## src/rtl/voice_assign.sv

```systemverilog
// voice_assign: maps decoded MIDI key events onto VOICES voice slots.
// Each event is handled as a handshake, then a one-voice-per-cycle scan,
// then a commit. An applied update is frozen on the outputs for HOLD_CYC
// cycles so the downstream frame synchroniser can sample it.
// Voice age is kept as a rank permutation (0 = newest) and is used to pick
// a voice to steal when every slot is sounding.
module voice_assign #(
    parameter int VOICES   = 8,
    parameter int V_WIDTH  = 3,
    parameter int HOLD_CYC = 64
) (
    input  logic               OSC_CLK,
    input  logic               reset_reg_N,
    input  logic               ev_valid,
    output logic               ev_ready,
    input  logic               ev_key_on,
    input  logic [7:0]         ev_key,
    input  logic [7:0]         ev_vel,
    output logic               note_on,
    output logic [V_WIDTH-1:0] cur_key_adr,
    output logic [7:0]         cur_key_val,
    output logic [7:0]         cur_vel_on,
    output logic [VOICES-1:0]  keys_on
);

    typedef enum logic [1:0] {IDLE, SCAN, COMMIT, HOLD} state_t;

    localparam logic [V_WIDTH-1:0] LAST_IDX  = V_WIDTH'(VOICES - 1);
    localparam logic [15:0]        HOLD_LOAD = 16'(HOLD_CYC - 1);

    state_t state, state_next;

    logic [V_WIDTH-1:0] scan_idx;
    logic [15:0]        hold_cnt;
    logic               lat_on;
    logic [7:0]         lat_key;
    logic [7:0]         lat_vel;

    logic [7:0]         voice_key  [VOICES];
    logic [V_WIDTH-1:0] voice_rank [VOICES];

    logic               match_found;
    logic               free_found;
    logic [V_WIDTH-1:0] match_idx;
    logic [V_WIDTH-1:0] free_idx;
    logic [V_WIDTH-1:0] oldest_idx;
    logic [V_WIDTH-1:0] target;
    logic [V_WIDTH-1:0] target_rank;

    // State register for the event sequencer.
    always_ff @(posedge OSC_CLK or negedge reset_reg_N) begin
        if (!reset_reg_N) state <= IDLE;
        else              state <= state_next;
    end

    // Next-state selection; a key-off that matched nothing skips HOLD.
    always_comb begin
        state_next = state;
        ev_ready   = (state == IDLE);
        case (state)
            IDLE:    if (ev_valid) state_next = SCAN;
            SCAN:    if (scan_idx == LAST_IDX) state_next = COMMIT;
            COMMIT:  state_next = (lat_on || match_found) ? HOLD : IDLE;
            HOLD:    if (hold_cnt == 16'd0) state_next = IDLE;
            default: state_next = IDLE;
        endcase
    end

    // Key-on target priority: retrigger a matching voice, else a free one, else steal the oldest.
    always_comb begin
        target = oldest_idx;
        if (match_found)     target = match_idx;
        else if (free_found) target = free_idx;
        target_rank = voice_rank[target];
    end

    // Event latch, voice scan, commit of voice state/outputs and hold countdown.
    always_ff @(posedge OSC_CLK or negedge reset_reg_N) begin
        if (!reset_reg_N) begin
            scan_idx    <= '0;
            hold_cnt    <= '0;
            lat_on      <= 1'b0;
            lat_key     <= '0;
            lat_vel     <= '0;
            match_found <= 1'b0;
            free_found  <= 1'b0;
            match_idx   <= '0;
            free_idx    <= '0;
            oldest_idx  <= '0;
            note_on     <= 1'b0;
            cur_key_adr <= '0;
            cur_key_val <= '0;
            cur_vel_on  <= '0;
            keys_on     <= '0;
            for (int i = 0; i < VOICES; i++) begin
                voice_key[i]  <= '0;
                voice_rank[i] <= V_WIDTH'(VOICES - 1 - i);
            end
        end else begin
            case (state)
                IDLE: begin
                    if (ev_valid) begin
                        lat_key     <= ev_key & 8'h7F;
                        lat_vel     <= ev_vel;
                        lat_on      <= ev_key_on && (ev_vel != 8'd0);
                        scan_idx    <= '0;
                        match_found <= 1'b0;
                        free_found  <= 1'b0;
                        match_idx   <= '0;
                        free_idx    <= '0;
                        oldest_idx  <= '0;
                    end
                end
                SCAN: begin
                    if (keys_on[scan_idx] && (voice_key[scan_idx] == lat_key) && !match_found) begin
                        match_found <= 1'b1;
                        match_idx   <= scan_idx;
                    end
                    if (!keys_on[scan_idx] && !free_found) begin
                        free_found <= 1'b1;
                        free_idx   <= scan_idx;
                    end
                    if (voice_rank[scan_idx] == LAST_IDX) oldest_idx <= scan_idx;
                    scan_idx <= scan_idx + 1'b1;
                end
                COMMIT: begin
                    if (lat_on) begin
                        voice_key[target] <= lat_key;
                        keys_on[target]   <= 1'b1;
                        for (int i = 0; i < VOICES; i++) begin
                            if (V_WIDTH'(i) == target)
                                voice_rank[i] <= '0;
                            else if (voice_rank[i] < target_rank)
                                voice_rank[i] <= voice_rank[i] + 1'b1;
                        end
                        cur_key_adr <= target;
                        cur_key_val <= lat_key;
                        cur_vel_on  <= lat_vel;
                        note_on     <= 1'b1;
                        hold_cnt    <= HOLD_LOAD;
                    end else if (match_found) begin
                        keys_on[match_idx] <= 1'b0;
                        cur_key_adr        <= match_idx;
                        cur_key_val        <= lat_key;
                        note_on            <= 1'b0;
                        hold_cnt           <= HOLD_LOAD;
                    end
                end
                HOLD: begin
                    if (hold_cnt == 16'd0) note_on  <= 1'b0;
                    else                   hold_cnt <= hold_cnt - 1'b1;
                end
                default: ;
            endcase
        end
    end

endmodule

```

## config.mk

```make
export PLATFORM = sky130hd
export DESIGN_NAME = voice_assign
export DESIGN_NICKNAME = d
export VERILOG_FILES = /design/src/rtl/voice_assign.sv
export SDC_FILE = /design/constraint.sdc
export NUM_CORES = 1
export LEC_CHECK = 0
export ABC_AREA = 1
export CAP_MARGIN = 20
export CORE_MARGIN = 5
export CORE_UTILIZATION = 58
export DETAILED_ROUTE_END_ITERATION = 16
export DONT_BUFFER_PORTS = 1
export GPL_ROUTABILITY_DRIVEN = 0
export PLACE_DENSITY_LB_ADDON = 0.25
export SETUP_SLACK_MARGIN = 0.02
export SYNTH_ARGS = -nofsm -noshare
export SYNTH_HDL_FRONTEND = slang
export SYNTH_SLANG_ARGS = --single-unit
```

## constraint.sdc

```tcl
create_clock -name OSC_CLK -period 2.3 [get_ports OSC_CLK]
set_clock_uncertainty 0.05 [all_clocks]
set_input_delay 0.46 -clock OSC_CLK [delete_from_list [all_inputs] [get_ports OSC_CLK]]
set_output_delay 0.46 -clock OSC_CLK [all_outputs]
set_load 0.01 [all_outputs]
```

==> impl_metrics.json <==
{
  "die_w_um": 130,
  "place_inst": 1248,
  "max_slew.worst_pin.slew_ps": 593,
  "layout.cells.non_filler": 1287,
  "hold_path_class": "primary input to async pin",
  "route.detailed.drc": 0,
  "cts_buffers": 17,
  "yosysSeqAreaShare_pct": 46.7,
  "cp-end-kind": "flop",
  "vias_per_cell": 5.71,
  "firstDrtPassIters": 5,
  "avgSynthCellArea_sq_um": 7.89,
  "clkLatencyLatePin_ps": 430,
  "fmax_mhz": 414,
  "htree_levels": 4,
  "rrSetupSlack_ps": -120,
  "rows": 43,
  "wl_per_cell_um": 16.8,
  "grt_pass1_wl_mm": 35.1,
  "syn-num-nets": 1096,
  "slew_headroom_pct": 60.2,
  "ys_seq_elements": 155,
  "start_util_pct": 59.6,
  "finalSetupViolCount": 18,
  "seq_area_sq_um": 3890,
  "violations": "hold timing, setup timing",
  "grt_overflow": 0,
  "yosysTopAreaCell": "dfrtp_1",
  "die_y_um": 130,
  "finalHoldViolCount": 155,
  "ir_worst_vdd_mv": 1.01,
  "path_common_cell": "nand2_2",
  "syn_area_sq_um": 8340,
  "multi_input_area_sq_um": 4180,
  "root_buffer": "clkbuf_16",
  "rsz0062_at_grt": "yes",
  "setup.worst_path.class": "flop to flop",
  "ant_nets": 0,
  "dp_hpwl_mm": 14.2,
  "coreArea_sq_um": 14000,
  "cp_max_fo": 6,
  "path_clk_slew_ps": 60,
  "yosysTopAreaCellShare_pct": 42.9,
  "clock-sinks": 155,
  "period_share_pct": 105,
  "p_leak_nw": 4.70,
  "start_kind": "flop",
  "grt_max_degree": 156,
  "maxSlewViolCount": 0,
  "layout-drive-gt1-share_pct": 19.2,
  "antenna_found_initial": 0,
  "path_cells": "inv_2 -> nand2_2 -> nand2_2 -> nand2_2 -> nand2_4 -> nor2_4 -> inv_2 -> nor2_1 -> o31ai_1 -> nand2_1 -> buf_6 -> ha_4 -> nand2_1 -> inv_1 -> nand2_2 -> nand2_4 -> nand2_2 -> nand2_1 -> nand2_1",
  "n_antenna_cell": 0,
  "dieArea_sq_um": 16900,
  "crit_family": "simple AND/OR/NAND/NOR gates",
  "netlist-cell-type-count": 43,
  "drt-initial-drc-count": 746,
  "portBuffers": 0,
  "clockBufferDepth": 2,
  "cp_slowest_cell": "dfrtp_1",
  "ios": 49,
  "synth_area_leaders": "dfrtp_1 43%, nand2_1 13%, nand3_1 5.3%, o21ai_0 5.2%, nor2_1 4.6%",
  "yosysWarningCount": 0,
  "setup_ws_ps": -116,
  "timing.rr.start": "free_found",
  "power-per-cell-area_nw_per_um2": 1700,
  "reg2reg_depth": 19,
  "num_vias": 7343,
  "synthCells": 1056,
  "required_ps": 2610,
  "r2r-end": "voice_rank[23]",
  "period_needed_ps": 2420,
  "cp.buffers_inverters": 4,
  "grt_usage_pct": 26.7,
  "grt_pass1_vias": 7069,
  "syn_to_final_growth_pct": 16.1,
  "hold_slack_ps": -326,
  "fillCellCount": 1149,
  "max_cap_violations": 0,
  "drt-total-wl_mm": 21.7,
  "cts_tree": "built",
  "outcome": "complete, but fails checks",
  "worstPathArrival_ps": 2730,
  "nNetsFinal": 1134,
  "critPathMaxStageDelay_ps": 430
}
[placed cells by master (no fill, tap or decap), drive strengths merged]
master / count
a31oi: 4
o31ai: 13
clkinvlp: 4
a21oi: 9
nand4: 32
a41oi: 1
dfstp: 12
xnor2: 4
nand3: 96
a21boi: 1
nand2: 311
nor3b: 1
dfrtp: 143
inv: 89
nor4: 5
ha: 20
nor3: 6
clkinv: 6
and2: 1
or2: 2
nor2: 108
xor2: 12
o21ai: 131
mux2: 1
o211ai: 9
o22ai: 3
buf: 58
clkbuf: 22
o221ai: 1
bufinv: 1
conb: 1
[routing by layer]
layer / wire (um) / vias to the layer above / GRT usage [%]
met5: 0 / - / 0
met3: 1830 / 46 / 7.16
li1: - / 3564 / -
met2: 9700 / 271 / 40.3
met1: 9590 / 3462 / 37.3
met4: 539 / 0 / 9.72
[cell usage after synthesis, drive strengths merged]
master and n:
a21oi 9, a41oi 1, a31oi 4, nor3b 1, clkinv 1, xor2 12
o211ai 9, nor3 6, o22ai 3, dfstp 12, clkbuf 17, or2 2
a21boi 1, nand4 32, nor4 5, xnor2 4, nor2 108, mux2 1
nand3 96, inv 89, o221ai 1, o21ai 131, nand2 311, buf 22
ha 20, and2 1, conb 1, dfrtp 143, o31ai 13
[registers in the layout, summed over array words and instances (netlist names), 7 cells and up]
signal,flops
cur_key_val,7
cur_vel_on,8
hold_cnt,16
keys_on,8
lat_key,7
lat_vel,8
voice_key,56
voice_rank,24
[power by group]
group          internal, mW  switching, mW
clock                  1.55           1.13
combinational          3.39           5.64
sequential             3.77          0.957
[how the worst max path moves through the flow]
stage,cells after the start,start,to,slack [ps]
floorplan,17,match_found,voice_rank[5],-20
global placement,19,free_found,voice_rank[11],-60
detailed placement,19,free_found,voice_rank[11],-110
CTS,19,free_found,voice_rank[5],-70
global route,19,free_found,voice_rank[23],-240
finish,19,free_found,voice_rank[23],-120
[metrics by stage]
step | power [mW] | util, % | instance area (sq um) | setup TNS, ps | worst slack (ps)
5_1_grt | 17.7 | 69.2 | 9680 | -4980 | -242
3_3_place_gp | 12.2 | 62.7 | 8770 | -374 | -56.2
6_report | 16.4 | 69.2 | 9680 | -1110 | -116
2_1_floorplan | 10.1 | - | 8350 | -63.8 | -22.4
3_5_place_dp | 12.3 | 62.7 | 8770 | -1150 | -110
4_1_cts | 15.4 | 67.6 | 9450 | -669 | -67.5
[area by class of cell]
class,count,share of cell area [%]
Sequential cell,155,40.2
Tap cell,180,2.33
Inverter,90,3.58
Clock inverter,10,0.995
Multi-Input combinational cell,772,43.1
Timing Repair Buffer,58,4.95
Clock buffer,22,4.80
[repair_timing]
action	CTS	global route
pin swaps	9	24
endpoints found under the hold margin	155	155
resized for setup	20	46
endpoints found under the setup margin	24	49
setup buffers	4	3
[kinds of logic (layout without fill, tap and decap cells)]
group / after synthesis / count (layout) / share of synthesized area (%)
buf+inv: 129 / 180 / 6.62
fa+ha+maj: 20 / 20 / 3.00
xor+xnor: 16 / 16 / 1.68
simple gates: 562 / 562 / 30.0
mux: 1 / 1 / 0.135
other cells: 1 / 1 / 0.0450
compound gates: 172 / 172 / 11.8
flops: 155 / 155 / 46.7
No activity file was read; power rests on OpenSTA's default activity.
